--- src/rtl/mac_colseq_pipe_pkg.sv ---
// Shared widths, zero-select helper and the column packet carried into stage 1.
package mac_colseq_pkg;
  localparam int DATA_WIDTH = 8;
  localparam int GROUP_SIZE = 8;
  localparam int NUM_GROUPS = 2;
  localparam int COL_BITS   = 3;
  localparam int ACC_WIDTH  = 22;
  localparam int VEC_LENGTH = GROUP_SIZE * NUM_GROUPS;
  localparam int SEL_W      = $clog2(GROUP_SIZE) + 1;
  localparam int HSEL_W     = $clog2(VEC_LENGTH) + 1;
  localparam int GSUM_W     = $clog2(GROUP_SIZE) + DATA_WIDTH;

  // A select code at or beyond the lane count contributes zero instead of a lane.
  function automatic logic is_zero_code(input int code, input int limit);
    return code >= limit;
  endfunction

  typedef struct packed {
    logic [VEC_LENGTH/2-1:0][SEL_W-1:0] act_sel;
    logic [NUM_GROUPS-1:0]              skip_zero;
    logic [COL_BITS-1:0]                col_idx;
    logic                               is_msb;
    logic [HSEL_W-1:0]                  ham_sel;
    logic                               ham_sign;
    logic [2:0]                         mul_const;
    logic                               mul_shift;
    logic                               last;
  } col_pkt_t;
endpackage

--- src/rtl/mac_colseq_pipe_colsum_term.sv ---
// Combinational stage-1 term for one column packet: lane selection, group sums,
// MSB/Hamming negation, column shift and constant-multiplier term.
module colsum_term
  import mac_colseq_pkg::*;
#(
  parameter int DATA_WIDTH = mac_colseq_pkg::DATA_WIDTH,
  parameter int GROUP_SIZE = mac_colseq_pkg::GROUP_SIZE,
  parameter int NUM_GROUPS = mac_colseq_pkg::NUM_GROUPS,
  parameter int ACC_WIDTH  = mac_colseq_pkg::ACC_WIDTH,
  localparam int VEC_LENGTH = GROUP_SIZE * NUM_GROUPS,
  localparam int GSUM_W     = $clog2(GROUP_SIZE) + DATA_WIDTH
) (
  input  logic [VEC_LENGTH-1:0][DATA_WIDTH-1:0] act,
  input  logic [NUM_GROUPS-1:0][GSUM_W-1:0]     sum_act,
  input  col_pkt_t                              pkt,
  output logic signed [ACC_WIDTH-1:0]           term,
  output logic                                  last
);
  localparam int HALF   = GROUP_SIZE / 2;
  localparam int LANE_W = $clog2(VEC_LENGTH);
  localparam int SEL_W  = $clog2(GROUP_SIZE) + 1;

  logic signed [ACC_WIDTH-1:0] slot_val [VEC_LENGTH/2];
  logic signed [ACC_WIDTH-1:0] grp_sel  [NUM_GROUPS];
  logic signed [ACC_WIDTH-1:0] grp_tot  [NUM_GROUPS];

  for (genvar gi = 0; gi < NUM_GROUPS; gi++) begin : g_group
    logic signed [ACC_WIDTH-1:0] psum;

    // Each slot picks a lane local to its own group.
    for (genvar ki = 0; ki < HALF; ki++) begin : g_slot
      logic [SEL_W-1:0]  sel;
      logic [LANE_W-1:0] lane;
      assign sel  = pkt.act_sel[gi*HALF+ki];
      assign lane = LANE_W'(gi*GROUP_SIZE) + LANE_W'(sel);
      assign slot_val[gi*HALF+ki] = is_zero_code(int'(sel), GROUP_SIZE)
                                    ? '0 : ACC_WIDTH'($signed(act[lane]));
    end

    always_comb begin
      psum = '0;
      for (int k = 0; k < HALF; k++) psum = psum + slot_val[gi*HALF+k];
    end

    // Complement mode recovers the unselected half from the precomputed group sum.
    assign grp_tot[gi] = ACC_WIDTH'($signed(sum_act[gi]));
    assign grp_sel[gi] = pkt.skip_zero[gi] ? psum : grp_tot[gi] - psum;
  end

  logic signed [ACC_WIDTH-1:0] s1, tot, ham_act, col_term, ham_term, mul_term;

  always_comb begin
    s1  = '0;
    tot = '0;
    for (int g = 0; g < NUM_GROUPS; g++) begin
      s1  = s1 + grp_sel[g];
      tot = tot + grp_tot[g];
    end
  end

  assign ham_act  = is_zero_code(int'(pkt.ham_sel), VEC_LENGTH)
                    ? '0 : ACC_WIDTH'($signed(act[pkt.ham_sel[LANE_W-1:0]]));
  assign col_term = (pkt.is_msb ? -s1 : s1) <<< pkt.col_idx;
  assign ham_term = (pkt.ham_sign ? -ham_act : ham_act) <<< pkt.col_idx;
  assign mul_term = (tot * $signed(ACC_WIDTH'(pkt.mul_const))) <<< (pkt.mul_shift ? 2'd3 : 2'd0);
  assign term     = col_term + ham_term + mul_term;
  assign last     = pkt.last;
endmodule

--- src/rtl/mac_colseq_pipe.sv ---
// Handshaked bit-column MAC: stage 1 registers the column term, stage 2 accumulates
// and emits one dot-product result per last column.
module mac_colseq_pipe
  import mac_colseq_pkg::*;
#(
  parameter int DATA_WIDTH = mac_colseq_pkg::DATA_WIDTH,
  parameter int GROUP_SIZE = mac_colseq_pkg::GROUP_SIZE,
  parameter int NUM_GROUPS = mac_colseq_pkg::NUM_GROUPS,
  parameter int COL_BITS   = mac_colseq_pkg::COL_BITS,
  parameter int ACC_WIDTH  = mac_colseq_pkg::ACC_WIDTH,
  localparam int VEC_LENGTH = GROUP_SIZE * NUM_GROUPS,
  localparam int SEL_W      = $clog2(GROUP_SIZE) + 1,
  localparam int HSEL_W     = $clog2(VEC_LENGTH) + 1,
  localparam int GSUM_W     = $clog2(GROUP_SIZE) + DATA_WIDTH
) (
  input  logic                                   clk,
  input  logic                                   reset,
  input  logic [VEC_LENGTH-1:0][DATA_WIDTH-1:0]  act,
  input  logic [NUM_GROUPS-1:0][GSUM_W-1:0]      sum_act,
  input  logic                                   col_valid,
  output logic                                   col_ready,
  input  logic                                   col_last,
  input  logic [VEC_LENGTH/2-1:0][SEL_W-1:0]     act_sel,
  input  logic [NUM_GROUPS-1:0]                  skip_zero,
  input  logic [COL_BITS-1:0]                    col_idx,
  input  logic                                   is_msb,
  input  logic [HSEL_W-1:0]                      ham_sel,
  input  logic                                   ham_sign,
  input  logic [2:0]                             mul_const,
  input  logic                                   mul_shift,
  output logic                                   out_valid,
  input  logic                                   out_ready,
  output logic signed [ACC_WIDTH-1:0]            out_result
);
  col_pkt_t                    pkt;
  logic signed [ACC_WIDTH-1:0] term;
  logic                        term_last;
  logic                        adv;
  logic                        v1_reg, last1_reg, out_valid_reg;
  logic signed [ACC_WIDTH-1:0] term1_reg, acc_reg, out_result_reg, acc_next;

  assign pkt.act_sel   = act_sel;
  assign pkt.skip_zero = skip_zero;
  assign pkt.col_idx   = col_idx;
  assign pkt.is_msb    = is_msb;
  assign pkt.ham_sel   = ham_sel;
  assign pkt.ham_sign  = ham_sign;
  assign pkt.mul_const = mul_const;
  assign pkt.mul_shift = mul_shift;
  assign pkt.last      = col_last;

  colsum_term #(
    .DATA_WIDTH (DATA_WIDTH),
    .GROUP_SIZE (GROUP_SIZE),
    .NUM_GROUPS (NUM_GROUPS),
    .ACC_WIDTH  (ACC_WIDTH)
  ) u_term (
    .act     (act),
    .sum_act (sum_act),
    .pkt     (pkt),
    .term    (term),
    .last    (term_last)
  );

  // A stalled result freezes the whole pipe, so nothing upstream can be overwritten.
  assign adv       = !out_valid_reg || out_ready;
  assign col_ready = adv;
  assign acc_next  = acc_reg + term1_reg;

  always_ff @(posedge clk) begin
    if (reset) begin
      v1_reg         <= 1'b0;
      last1_reg      <= 1'b0;
      term1_reg      <= '0;
      acc_reg        <= '0;
      out_valid_reg  <= 1'b0;
      out_result_reg <= '0;
    end else if (adv) begin
      v1_reg    <= col_valid;
      last1_reg <= term_last;
      term1_reg <= term;
      if (v1_reg && last1_reg) begin
        out_result_reg <= acc_next;
        acc_reg        <= '0;
        out_valid_reg  <= 1'b1;
      end else begin
        if (v1_reg) acc_reg <= acc_next;
        out_valid_reg <= 1'b0;
      end
    end
  end

  assign out_valid  = out_valid_reg;
  assign out_result = out_result_reg;
endmodule

--- config.mk ---
export PLATFORM = sky130hd
export DESIGN_NAME = mac_colseq_pipe
export DESIGN_NICKNAME = d
export VERILOG_FILES = /design/src/rtl/mac_colseq_pipe_pkg.sv /design/src/rtl/mac_colseq_pipe_colsum_term.sv /design/src/rtl/mac_colseq_pipe.sv
export SDC_FILE = /design/constraint.sdc
export NUM_CORES = 1
export LEC_CHECK = 0
export CAP_MARGIN = 0
export CORE_ASPECT_RATIO = 1.75
export CORE_UTILIZATION = 59
export CTS_CLUSTER_SIZE = 12
export DETAILED_ROUTE_END_ITERATION = 16
export PLACE_DENSITY = 0.9
export SETUP_SLACK_MARGIN = 0.15
export SLEW_MARGIN = 10
export SYNTH_ARGS = -nofsm -noshare
export SYNTH_HDL_FRONTEND = slang
export SYNTH_SLANG_ARGS = --single-unit
--- constraint.sdc ---
create_clock -name clk -period 16.68 [get_ports clk]
set_input_delay 5.004 -clock clk [delete_from_list [all_inputs] [get_ports clk]]
set_output_delay 5.004 -clock clk [all_outputs]
set_load 0.005 [all_outputs]
# Word-level counts from Yosys, hierarchy flattened
# Index checks and enable logic that the tools add are counted.
# classes
addsub	19
multipliers	1
magnitude_cmp	18
shifts	3
n_mux	35
n_reduce_logical	6
# op_table
cell	n
2-to-1 mux 22 bit	15
binary-select mux 8 bit (select 4 bit)	9
adder 22 bit	10
2-to-1 mux 8 bit	9
less-than comparator 4 x 5 -> 1 bit (second input constant)	9
negation 22 bit	2
<<< shifter 22 x 3 -> 22 bit	2
subtractor 11 x 22 -> 22 bit	2
greater-or-equal comparator 4 bit (second input constant)	8
multiplier 22 x 4 -> 22 bit	1
<<< shifter 22 x 2 -> 22 bit	1
adder 4 bit (first input constant)	4
adder 11 x 11 -> 12 bit	1
greater-or-equal comparator 5 bit (second input constant)	1
AND reduction 2 bit	2
2-to-1 mux 2 bit	1
nonzero test 2 bit	1
logical AND 1 bit	1
zero test 1 bit	1
logical OR 1 bit	1
2-to-1 mux 1 bit	1
# totals
regBits	69
inputBits	203

# Longest topological paths before layout
# Gate-level depths: netlist of the first run.
# logic_depth
word_depth	15
ltp_mapped	52
ltp_nobuf	49

# By module
# Synthesis of the first run repeated with hierarchy kept, for this count alone.
# unflattened
hier_cells	2245
area_unflattened_um2	19153.4
# modules_own_cells
module	n_inst	cells_per_inst	area_per_inst_um2
colsum_term	1	1806	15503.6
mac_colseq_pipe	1	439	3649.8

# Worst setup path after synthesis of the first run
# OpenSTA, ideal clock, no wires.
# synth_path
kind	input to register
from	in act_sel[20] (netlist bit)
to	reg term1_reg[21]
setup_time_ns	0.088
arrival_time_ns	15.685
required_time_ns	16.592
setup_slack_ns	0.907
stages	47
path_buffers	2
cell_sequence	clkbuf_1 buf_1 mux4_2 mux2i_1 nor2_1 fa_1 inv_1 fa_1 inv_1 ha_1 fa_1 a21o_1 a21oi_1 nor2_1 o31a_1 o21a_1 nor2_1 fa_1 (+11 left out) o31a_1 a311o_1 nor4_4 a21oi_1 xor2_1 mux2i_2 mux2i_4 o21ai_0 fa_1 ha_1 or3_1 o21ai_0 a21oi_1 a31oi_1 xnor3_1 nand2_1 a21oi_1 nor4_2
# synth_via
elab_chain_len	15
word_cells_on_any_way	16
cone_classes	add/sub: 9; order compare: 1; shift: 1; mux: 5
# synth_lines
element	line	rtl
start, declared	mac_colseq_pipe.sv:23	input logic [VEC_LENGTH/2-1:0][SEL_W-1:0] act_sel,
adder 4 bit	mac_colseq_pipe_colsum_term.sv:35	assign lane = LANE_W'(gi*GROUP_SIZE) + LANE_W'(sel);
binary-select mux 8 bit (select 4 bit)	mac_colseq_pipe_colsum_term.sv:37	? '0 : ACC_WIDTH'($signed(act[lane]));
2-to-1 mux 8 bit (not written as such)	mac_colseq_pipe_colsum_term.sv:37	
2-to-1 mux 22 bit *	mac_colseq_pipe_colsum_term.sv:37	
adder 22 bit * (3 in a row)	mac_colseq_pipe_colsum_term.sv:42	for (int k = 0; k < HALF; k++) psum = psum + slot_val[gi*HALF+k];
subtractor 11 x 22 -> 22 bit	mac_colseq_pipe_colsum_term.sv:47	assign grp_sel[gi] = pkt.skip_zero[gi] ? psum : grp_tot[gi] - psum;
2-to-1 mux 22 bit *	mac_colseq_pipe_colsum_term.sv:47	
adder 22 bit *	mac_colseq_pipe_colsum_term.sv:56	s1 = s1 + grp_sel[g];
negation 22 bit	mac_colseq_pipe_colsum_term.sv:63	assign col_term = (pkt.is_msb ? -s1 : s1) <<< pkt.col_idx;
2-to-1 mux 22 bit *	mac_colseq_pipe_colsum_term.sv:63	
<<< shifter 22 x 3 -> 22 bit *	mac_colseq_pipe_colsum_term.sv:63	
adder 22 bit * (2 in a row)	mac_colseq_pipe_colsum_term.sv:66	assign term = col_term + ham_term + mul_term;
end signal, assigned	mac_colseq_pipe.sv:81	term1_reg <= term;
end, declared	mac_colseq_pipe.sv:40	logic signed [ACC_WIDTH-1:0] term1_reg, acc_reg, out_result_reg, acc_next;
# Mark *: on every way between the ends. The rest lies on a longest branch, timed or not. The select of a mux whose other input is x is not followed.
# A chain may end at the register's enable or synchronous reset.

# Final worst setup path of the first run
# layout_path
from	in act[25] (netlist bit)
to	reg term1_reg[21]
# layout_via
elab_chain_len	14
word_cells_on_any_way	46
cone_classes	add/sub: 13; shift: 2; mux: 31
# layout_lines
element	line	rtl
start, declared	mac_colseq_pipe.sv:18	input logic [VEC_LENGTH-1:0][DATA_WIDTH-1:0] act,
binary-select mux 8 bit (select 4 bit)	mac_colseq_pipe_colsum_term.sv:37	
2-to-1 mux 8 bit (not written as such)	mac_colseq_pipe_colsum_term.sv:37	
2-to-1 mux 22 bit	mac_colseq_pipe_colsum_term.sv:37	
adder 22 bit (3 in a row)	mac_colseq_pipe_colsum_term.sv:42	
subtractor 11 x 22 -> 22 bit	mac_colseq_pipe_colsum_term.sv:47	
2-to-1 mux 22 bit	mac_colseq_pipe_colsum_term.sv:47	
adder 22 bit	mac_colseq_pipe_colsum_term.sv:56	
negation 22 bit	mac_colseq_pipe_colsum_term.sv:63	
2-to-1 mux 22 bit	mac_colseq_pipe_colsum_term.sv:63	
<<< shifter 22 x 3 -> 22 bit	mac_colseq_pipe_colsum_term.sv:63	
adder 22 bit * (2 in a row)	mac_colseq_pipe_colsum_term.sv:66	
# Marked as above.

==> metrics.md, run 1 <==
| Metric | Value |
|---|---|
| Synth cell types | `between 90 and 100` |
| Register bit count reported by yosys | `between 60 and 70` |
| DRC | `0` |
| Worst-Skew Late Latency | `~0.35 ns` |
| Total number of nets in the final design | `2,811` |
| Cell area after synthesis | `about 19,000 um^2` |
| Area taken by multi-input logic gates | `about 16,000 um^2` |
| WS Path Type | `in -> reg` |
| Maximum clock skew at final layout | `~0.0043 ns` |
| Routed via count divided by cell count | `between 6 and 7` |
| Starting DRT DRC Count | `a little under 1k` |
| Clock transition at the register clock pins on the worst setup and hold paths after CTS | `around 0.050 ns` |
| Initial standard-cell utilization of the core | `~60%` |
| Hold path start | `out_result[8]` |
| Largest net degree at the start of global routing | `80` |
| RSZ-0062 raised after global routing | `no` |
| DIE WIDTH | `136.7 um` |
| Hold violation total from the final report | `0` |
| Final Worst Setup Slack | `around 0.77 ns` |
| Outcome | `complete, no violations` |
| Routed WL | `around 60,000 um` |
| Fin area | `between 20,000 and 25,000 um^2` |
| Shortest period the worst path allows | `around 16 ns` |
| Fraction of layout instances using a drive strength above 1 | `13.38%` |
| Number of clock sinks | `a little under 70` |
| Critical Path Source Type | `input port` |
| Layout filler cell count | `2,445` |
| Die Span Y | `237.8 um` |
| Number of flops mapped to enable cells by yosys | `0` |
| Arrival time at the worst endpoint | `16.17 ns` |
| TritonCTS clock tree | `done` |
| First-pass GRT wire length | `about 94,000 um` |
| Worst Hold Class | `reg -> reg` |
| Sequential fraction of the synthesis area | `around 7.4%` |
| Final period utilization | `between 90% and 100%` |
| Commonest non-fill, non-tap cell in the layout | `sky130_fd_sc_hd__clkdlybuf4s50_1` |
| Core area | `between 30,000 and 40,000 um^2` |
| Synth-to-Final Area Change | `16.09%` |
| Asr flop ratio synth | `0%` |
| Most used cells in the layout excluding fill and tap cells | `214 x sky130_fd_sc_hd__clkdlybuf4s50_1, 193 x sky130_fd_sc_hd__nand2_1, 190 x sky130_fd_sc_hd__inv_1` |
| Count of pins over their slew limit | `0` |
| Slack of the worst reg-to-reg path | `about 12 ns` |
| Die Footprint | `around 33,000 um^2` |
| Routability congestion estimate | `just under 1` |
| Cell repeated most along the worst path | `sky130_fd_sc_hd__fa_1` |
| Via count of the first global-routing pass | `approximately 19k` |
| WL/cell | `about 21 um` |
| FF-to-FF End | `acc_reg[19]` |
| Crit Reg-Reg Startpoint | `term1_reg[1]` |
| Clock tree root driver cell | `sky130_fd_sc_hd__clkbuf_16` |
| Path depth of the worst reg2reg path | `14` |
| Setup-violating endpoint count in the final report | `0` |
| MaxCap Viol Count | `0` |
| Total vias in the final route | `around 18k` |
| Combined flip-flop and latch cell area | `roughly 1400 um^2` |
| Total number of placement rows | `86` |
| Max clock buf depth | `2` |
| Nature of the critical path endpoint | `flop` |
| Count of buffers inserted at the top-level ports | `around 230` |
| Overall overflow remaining after global route | `0` |
| Setup TNS | `0 ns` |
| Maximum cell stage delay along the critical path | `approximately 0.56 ns` |
| Highest net fanout along the worst path | `6` |
| Cell area after placement | `21,370 um^2` |
| Most frequently used flop master after synthesis | `sky130_fd_sc_hd__dfxtp_1` |
| Cell depth of the worst hold path | `2` |
| CTS Hold Bufs | `0` |
| Number of antenna violations at the first check in global routing | `3` |
| DP HPWL | `around 50,000 um` |
| Maximum operating frequency | `roughly 63 MHz` |
| Number of instances in the synthesized netlist | `around 2.2k` |
| Clock buffer count from CTS | `9` |
| Relative slew margins | `23.52%` |
| Pre-CTS WS | `around 0.21 ns` |
| Measured slew at the worst slew-check pin | `1.143 ns` |
| Net count after synthesis | `between 2k and 3k` |
| Synth warnings | `0` |
| Required time worst endpoint | `16.94 ns` |
| Router iterations before antenna repair | `5` |
| Ports | `approximately 230` |
| Worst Hold Endpoint | `out_result[8]` |
| Maximum level of the CTS H-tree | `3` |
| Top post-synthesis cells by area | `sky130_fd_sc_hd__mux4_2 20%, sky130_fd_sc_hd__ha_1 11%, sky130_fd_sc_hd__fa_1 8.0%, sky130_fd_sc_hd__dfxtp_1 7.4%, sky130_fd_sc_hd__mux2i_1 5.4%` |
| Post-synthesis cell type with the largest combined area | `sky130_fd_sc_hd__mux4_2` |
| Top cell type's share of synthesized area | `19.59%` |
| Remaining number of nets flagged by the antenna check after routing | `0` |
| Overall global routing resource usage | `a little under two fifths` |
| Mean post-synth cell area | `8.533 um^2` |
| Worst path slowest cell | `sky130_fd_sc_hd__fa_1` |
-- cells in the mapped netlist, types with 15 or more instances --
master,number
sky130_fd_sc_hd__a31oi_1,17
sky130_fd_sc_hd__o21a_1,17
sky130_fd_sc_hd__and3_1,17
sky130_fd_sc_hd__a21o_1,43
sky130_fd_sc_hd__xnor2_1,82
sky130_fd_sc_hd__nand2b_1,25
sky130_fd_sc_hd__o21bai_1,22
sky130_fd_sc_hd__mux2i_1,102
sky130_fd_sc_hd__and2_1,32
sky130_fd_sc_hd__mux4_2,163
sky130_fd_sc_hd__a21oi_1,175
sky130_fd_sc_hd__xor2_1,44
sky130_fd_sc_hd__clkbuf_1,81
sky130_fd_sc_hd__nor3_1,37
sky130_fd_sc_hd__buf_1,25
sky130_fd_sc_hd__a22oi_1,16
sky130_fd_sc_hd__a211oi_1,15
sky130_fd_sc_hd__or2_2,31
sky130_fd_sc_hd__nor2_1,186
sky130_fd_sc_hd__ha_1,169
sky130_fd_sc_hd__nand3_1,27
sky130_fd_sc_hd__o21ai_0,115
sky130_fd_sc_hd__mux2_2,23
sky130_fd_sc_hd__dfxtp_1,69
sky130_fd_sc_hd__fa_1,75
sky130_fd_sc_hd__nand2_1,193
sky130_fd_sc_hd__inv_1,190
sky130_fd_sc_hd__nor2b_1,20
-- through the flow --
stage / hold WS, ns / cells / utilization [%]
after floorplan: 0.4355 / 2196 / -
after global placement: 0.4408 / 2748 / 68.00
after detailed placement: 0.4461 / 2748 / 68.00
after CTS: 0.4534 / 2764 / 69.03
after global routing: 0.4665 / 2765 / 69.22
final: 0.4525 / 2767 / 69.24
-- cells by family after synthesis --
family | after synthesis | share of synthesized area [%]
flops | 69 | 7.371
xor+xnor | 128 | 6.096
mux | 290 | 26.61
compound gates | 530 | 18.29
buf+inv | 306 | 6.263
fa+ha+maj | 244 | 19.30
simple gates | 629 | 16.06
-- layer usage --
layer,share of wire (%),track usage (%)
met5,0.039,0
met4,9.7,32.53
met3,6.1,5.907
met2,54,71.79
met1,30,32.88
-- cell type report --
| class | count | area share, % |
|---|---|---|
| timing repair buffer | 272 | 12.02 |
| antenna | 2 | 0.02301 |
| sequential | 69 | 6.350 |
| multi-input combinational | 1821 | 74.54 |
| inverter | 191 | 3.296 |
| clock buffer | 10 | 1.099 |
| tap | 396 | 2.278 |
| clock inverter | 6 | 0.3968 |
-- worst max-delay path: cells and delay by family --
kind	cells	cell delay, ns
compound gates	16	3.04
fa+ha+maj	9	3.72
xor+xnor	3	0.73
mux	4	1.04
buf+inv	4	0.68
simple gates	11	1.91
-- worst max path at each step --
| stage | start | end | cells past startpoint |
|---|---|---|---|
| after floorplan | act_sel[20] | term1_reg[21] | 47 |
| after global placement | act_sel[4] | term1_reg[21] | 47 |
| after detailed placement | act_sel[4] | term1_reg[21] | 47 |
| after CTS | act_sel[4] | term1_reg[21] | 47 |
| after global routing | act_sel[4] | term1_reg[21] | 50 |
| final | act[25] | term1_reg[21] | 47 |
-- what timing repair did --
item / 4_1_cts / 5_1_grt
buffers inserted: 0 / 1
setup endpoints to repair: 0 / 2
gates resized for setup: 0 / 16
Power of run 1 is not shown: default switching activity piles up to over one toggle a cycle in this logic, so the estimate is an artifact.
==> run 2: changes to the inputs <==
Settings changed: CTS_CLUSTER_SIZE 12 to not set.
==> results of run 2 <==
The final DEF is identical to that of run 1; final timing and power are the same.
Power of run 2 is left out for the same reason.
==> run 3: changes to the inputs <==
Settings changed: CTS_CLUSTER_DIAMETER set to 40, GPL_TIMING_DRIVEN set to 0.
==> run 3 against run 2 <==
Effect of this change:
- setup slack got worse by 0.13 ns
- global-route usage rose by 3.7 points
- count of clock-buffer cells in the layout rose by 3
- fmax fell by 0.80%
- clock skew rose by 0.0021 ns
- cell count rose by 1.5%
- largest cell class unchanged
==> metrics.md, run 3 (synthesis gave the netlist of run 1 again) <==
| Metric | Value |
|---|---|
| Number of antenna violations at the first check in global routing | `4 (+1)` |
| Starting DRT DRC Count | `1,119 (+16%)` |
| Overall overflow remaining after global route | `0 (unchanged)` |
| Via count of the first global-routing pass | `19.71k (+5.4%)` |
| Shortest period the worst path allows | `16.04 ns (+0.1277 ns)` |
| Clock buffer count from CTS | `9 (unchanged)` |
| Most used cells in the layout excluding fill and tap cells | `196 x sky130_fd_sc_hd__clkdlybuf4s50_1, 193 x sky130_fd_sc_hd__nand2_1, 190 x sky130_fd_sc_hd__inv_1` |
| Routed via count divided by cell count | `6.747 (+2.7%)` |
| Arrival time at the worst endpoint | `16.29 ns (+0.12 ns)` |
| Hold path start | `out_result[13]` |
| Maximum cell stage delay along the critical path | `0.58 ns (+0.02 ns)` |
| Maximum level of the CTS H-tree | `3 (unchanged)` |
| Routability congestion estimate | `1.086 (+13%)` |
| Final period utilization | `96.16% (+0.77 points)` |
| DRC | `0 (unchanged)` |
| Worst path slowest cell | `sky130_fd_sc_hd__fa_1` |
| Maximum operating frequency | `62.35 MHz (-0.80%)` |
| Count of pins over their slew limit | `0 (unchanged)` |
| Initial standard-cell utilization of the core | `59.64% (unchanged)` |
| Die Footprint | `32,510 um^2 (unchanged)` |
| Critical Path Source Type | `input port` |
| WS Path Type | `in -> reg` |
| Crit Reg-Reg Startpoint | `term1_reg[1]` |
| CTS Hold Bufs | `0 (unchanged)` |
| Relative slew margins | `30.69% (+7.2 points)` |
| Setup-violating endpoint count in the final report | `0 (unchanged)` |
| Number of clock sinks | `69 (unchanged)` |
| M2 GR Usage | `74.22% (+2.4 points)` |
| Total number of placement rows | `86 (unchanged)` |
| TritonCTS clock tree | `done` |
| Slack of the worst reg-to-reg path | `12.42 ns (+0.04 ns)` |
| Worst Hold Endpoint | `out_result[13]` |
| Remaining number of nets flagged by the antenna check after routing | `0 (unchanged)` |
| Worst Hold Class | `reg -> reg` |
| GRT met3 Usage | `10.24% (+4.3 points)` |
| DP HPWL | `54,240 um (+9.5%)` |
| Commonest non-fill, non-tap cell in the layout | `sky130_fd_sc_hd__clkdlybuf4s50_1` |
| Fraction of layout instances using a drive strength above 1 | `12.90% (-0.48 points)` |
| Largest net degree at the start of global routing | `18 (-78%)` |
| Ports | `227 (unchanged)` |
| MaxCap Viol Count | `0 (unchanged)` |
| Gr busiest metal | `met2` |
| Routed WL | `65,730 um (+11%)` |
| Measured slew at the worst slew-check pin | `1.036 ns (-0.1066 ns)` |
| Total number of nets in the final design | `2,853 (+1.5%)` |
| Max clock buf depth | `2 (unchanged)` |
| Nature of the critical path endpoint | `flop` |
| Total vias in the final route | `18.95k (+4.2%)` |
| FF-to-FF End | `out_result[21]` |
| DIE WIDTH | `136.7 um (unchanged)` |
| Synth-to-Final Area Change | `15.77%` |
| Outcome | `complete, no violations` |
| Cell depth of the worst hold path | `2 (unchanged)` |
| Count of buffers inserted at the top-level ports | `196 (-13%)` |
| WL/cell | `23.40 um (+9.1%)` |
| Clock transition at the register clock pins on the worst setup and hold paths after CTS | `0.06 ns (about the same)` |
| Overall global routing resource usage | `41.35% (+3.7 points)` |
| Core area | `31,420 um^2 (unchanged)` |
| Highest net fanout along the worst path | `8 (+2)` |
| RSZ-0062 raised after global routing | `no` |
| Worst-Skew Late Latency | `0.34 ns (about the same)` |
| Router iterations before antenna repair | `5 (unchanged)` |
| Number of buffer and inverter stages on the critical path | `5 (+1)` |
| Die Span Y | `237.8 um (unchanged)` |
| Hold violation total from the final report | `0 (unchanged)` |
| Cell area after placement | `21,200 um^2 (-0.79%)` |
| Met1 Use GR | `34.31% (+1.4 points)` |
| Top Family by Delay on Critical Path | `adder cells` |
| Path depth of the worst reg2reg path | `14 (unchanged)` |
| Clock tree root driver cell | `sky130_fd_sc_hd__clkbuf_16` |
| First-pass GRT wire length | `101,600 um (+8.1%)` |
| Maximum clock skew at final layout | `0.006422 ns (+0.002110 ns)` |
| Required time worst endpoint | `16.93 ns (about the same)` |
| Fin area | `21,690 um^2 (-0.28%)` |
run 3: through the flow:
stage               hold slack, ns  instances  util [%]  worst slack, ns  setup TNS, ns
floorplan                   0.4355       2196         -           0.9072              0
CTS                         0.4573       2804     68.60           0.1515              0
global route                0.4735       2807     69.03           0.1466              0
finish                      0.4535       2809     69.05           0.6404              0
detailed placement          0.4495       2788     67.46          -0.9145         -2.984
global placement            0.4432       2788     67.46          -0.5904        -0.7617
run 3: final cells by class:
class,instances,area (um^2)
multi-input combinational,1821,16250
fill,2506,9726
timing repair buffer,199,1984
sequential,69,1381
inverter,191,716.9
buffer,115,553.0
tap,396,495.5
clock buffer,13,270.3
clock inverter,3,42.54
antenna,2,5.005
run 3: worst max-delay path by stage:
stage                     start       endpoint  slack (ns)  cells past startpoint
floorplan           act_sel[20]  term1_reg[21]        0.91                     47
global placement     act_sel[4]  term1_reg[21]       -0.59                     48
detailed placement   act_sel[4]  term1_reg[21]       -0.91                     48
CTS                  act_sel[8]  term1_reg[21]        0.15                     48
global route            act[33]  term1_reg[21]        0.15                     50
finish                  act[57]  term1_reg[21]        0.64                     47
run 3: timing repair:
item	in CTS	in global routing
cloned	0	0
pin swaps	0	5
setup buffers	0	2
hold endpoints to repair	0	0
gates resized for setup	31	80
endpoints found under the setup margin	7	6
run 3: routing by layer:
layer  wire length, um  part of all wire (%)  up-vias
li1                  -                     -     8461
met1             18300                    28     8856
met2             33730                    51     1153
met3              5309                   8.1      477
met4              8327                    13        4
met5                60                 0.091        -
run 3: worst register-to-register path, stage by stage (launching register included):
cell,delay (ns)
sky130_fd_sc_hd__dfxtp_1,0.33
sky130_fd_sc_hd__ha_1,0.30
sky130_fd_sc_hd__a21o_1,0.17
sky130_fd_sc_hd__a21oi_1,0.23
sky130_fd_sc_hd__o21ai_0,0.12
sky130_fd_sc_hd__a21oi_1,0.24
sky130_fd_sc_hd__o21ai_0,0.25
sky130_fd_sc_hd__a211oi_1,0.58
sky130_fd_sc_hd__o41ai_1,0.27
sky130_fd_sc_hd__a31o_2,0.34
sky130_fd_sc_hd__a221o_1,0.34
sky130_fd_sc_hd__a21oi_1,0.19
sky130_fd_sc_hd__xor2_1,0.27
sky130_fd_sc_hd__xor2_1,0.33
sky130_fd_sc_hd__a211oi_1,0.13
Power of run 3 is left out for the same reason.
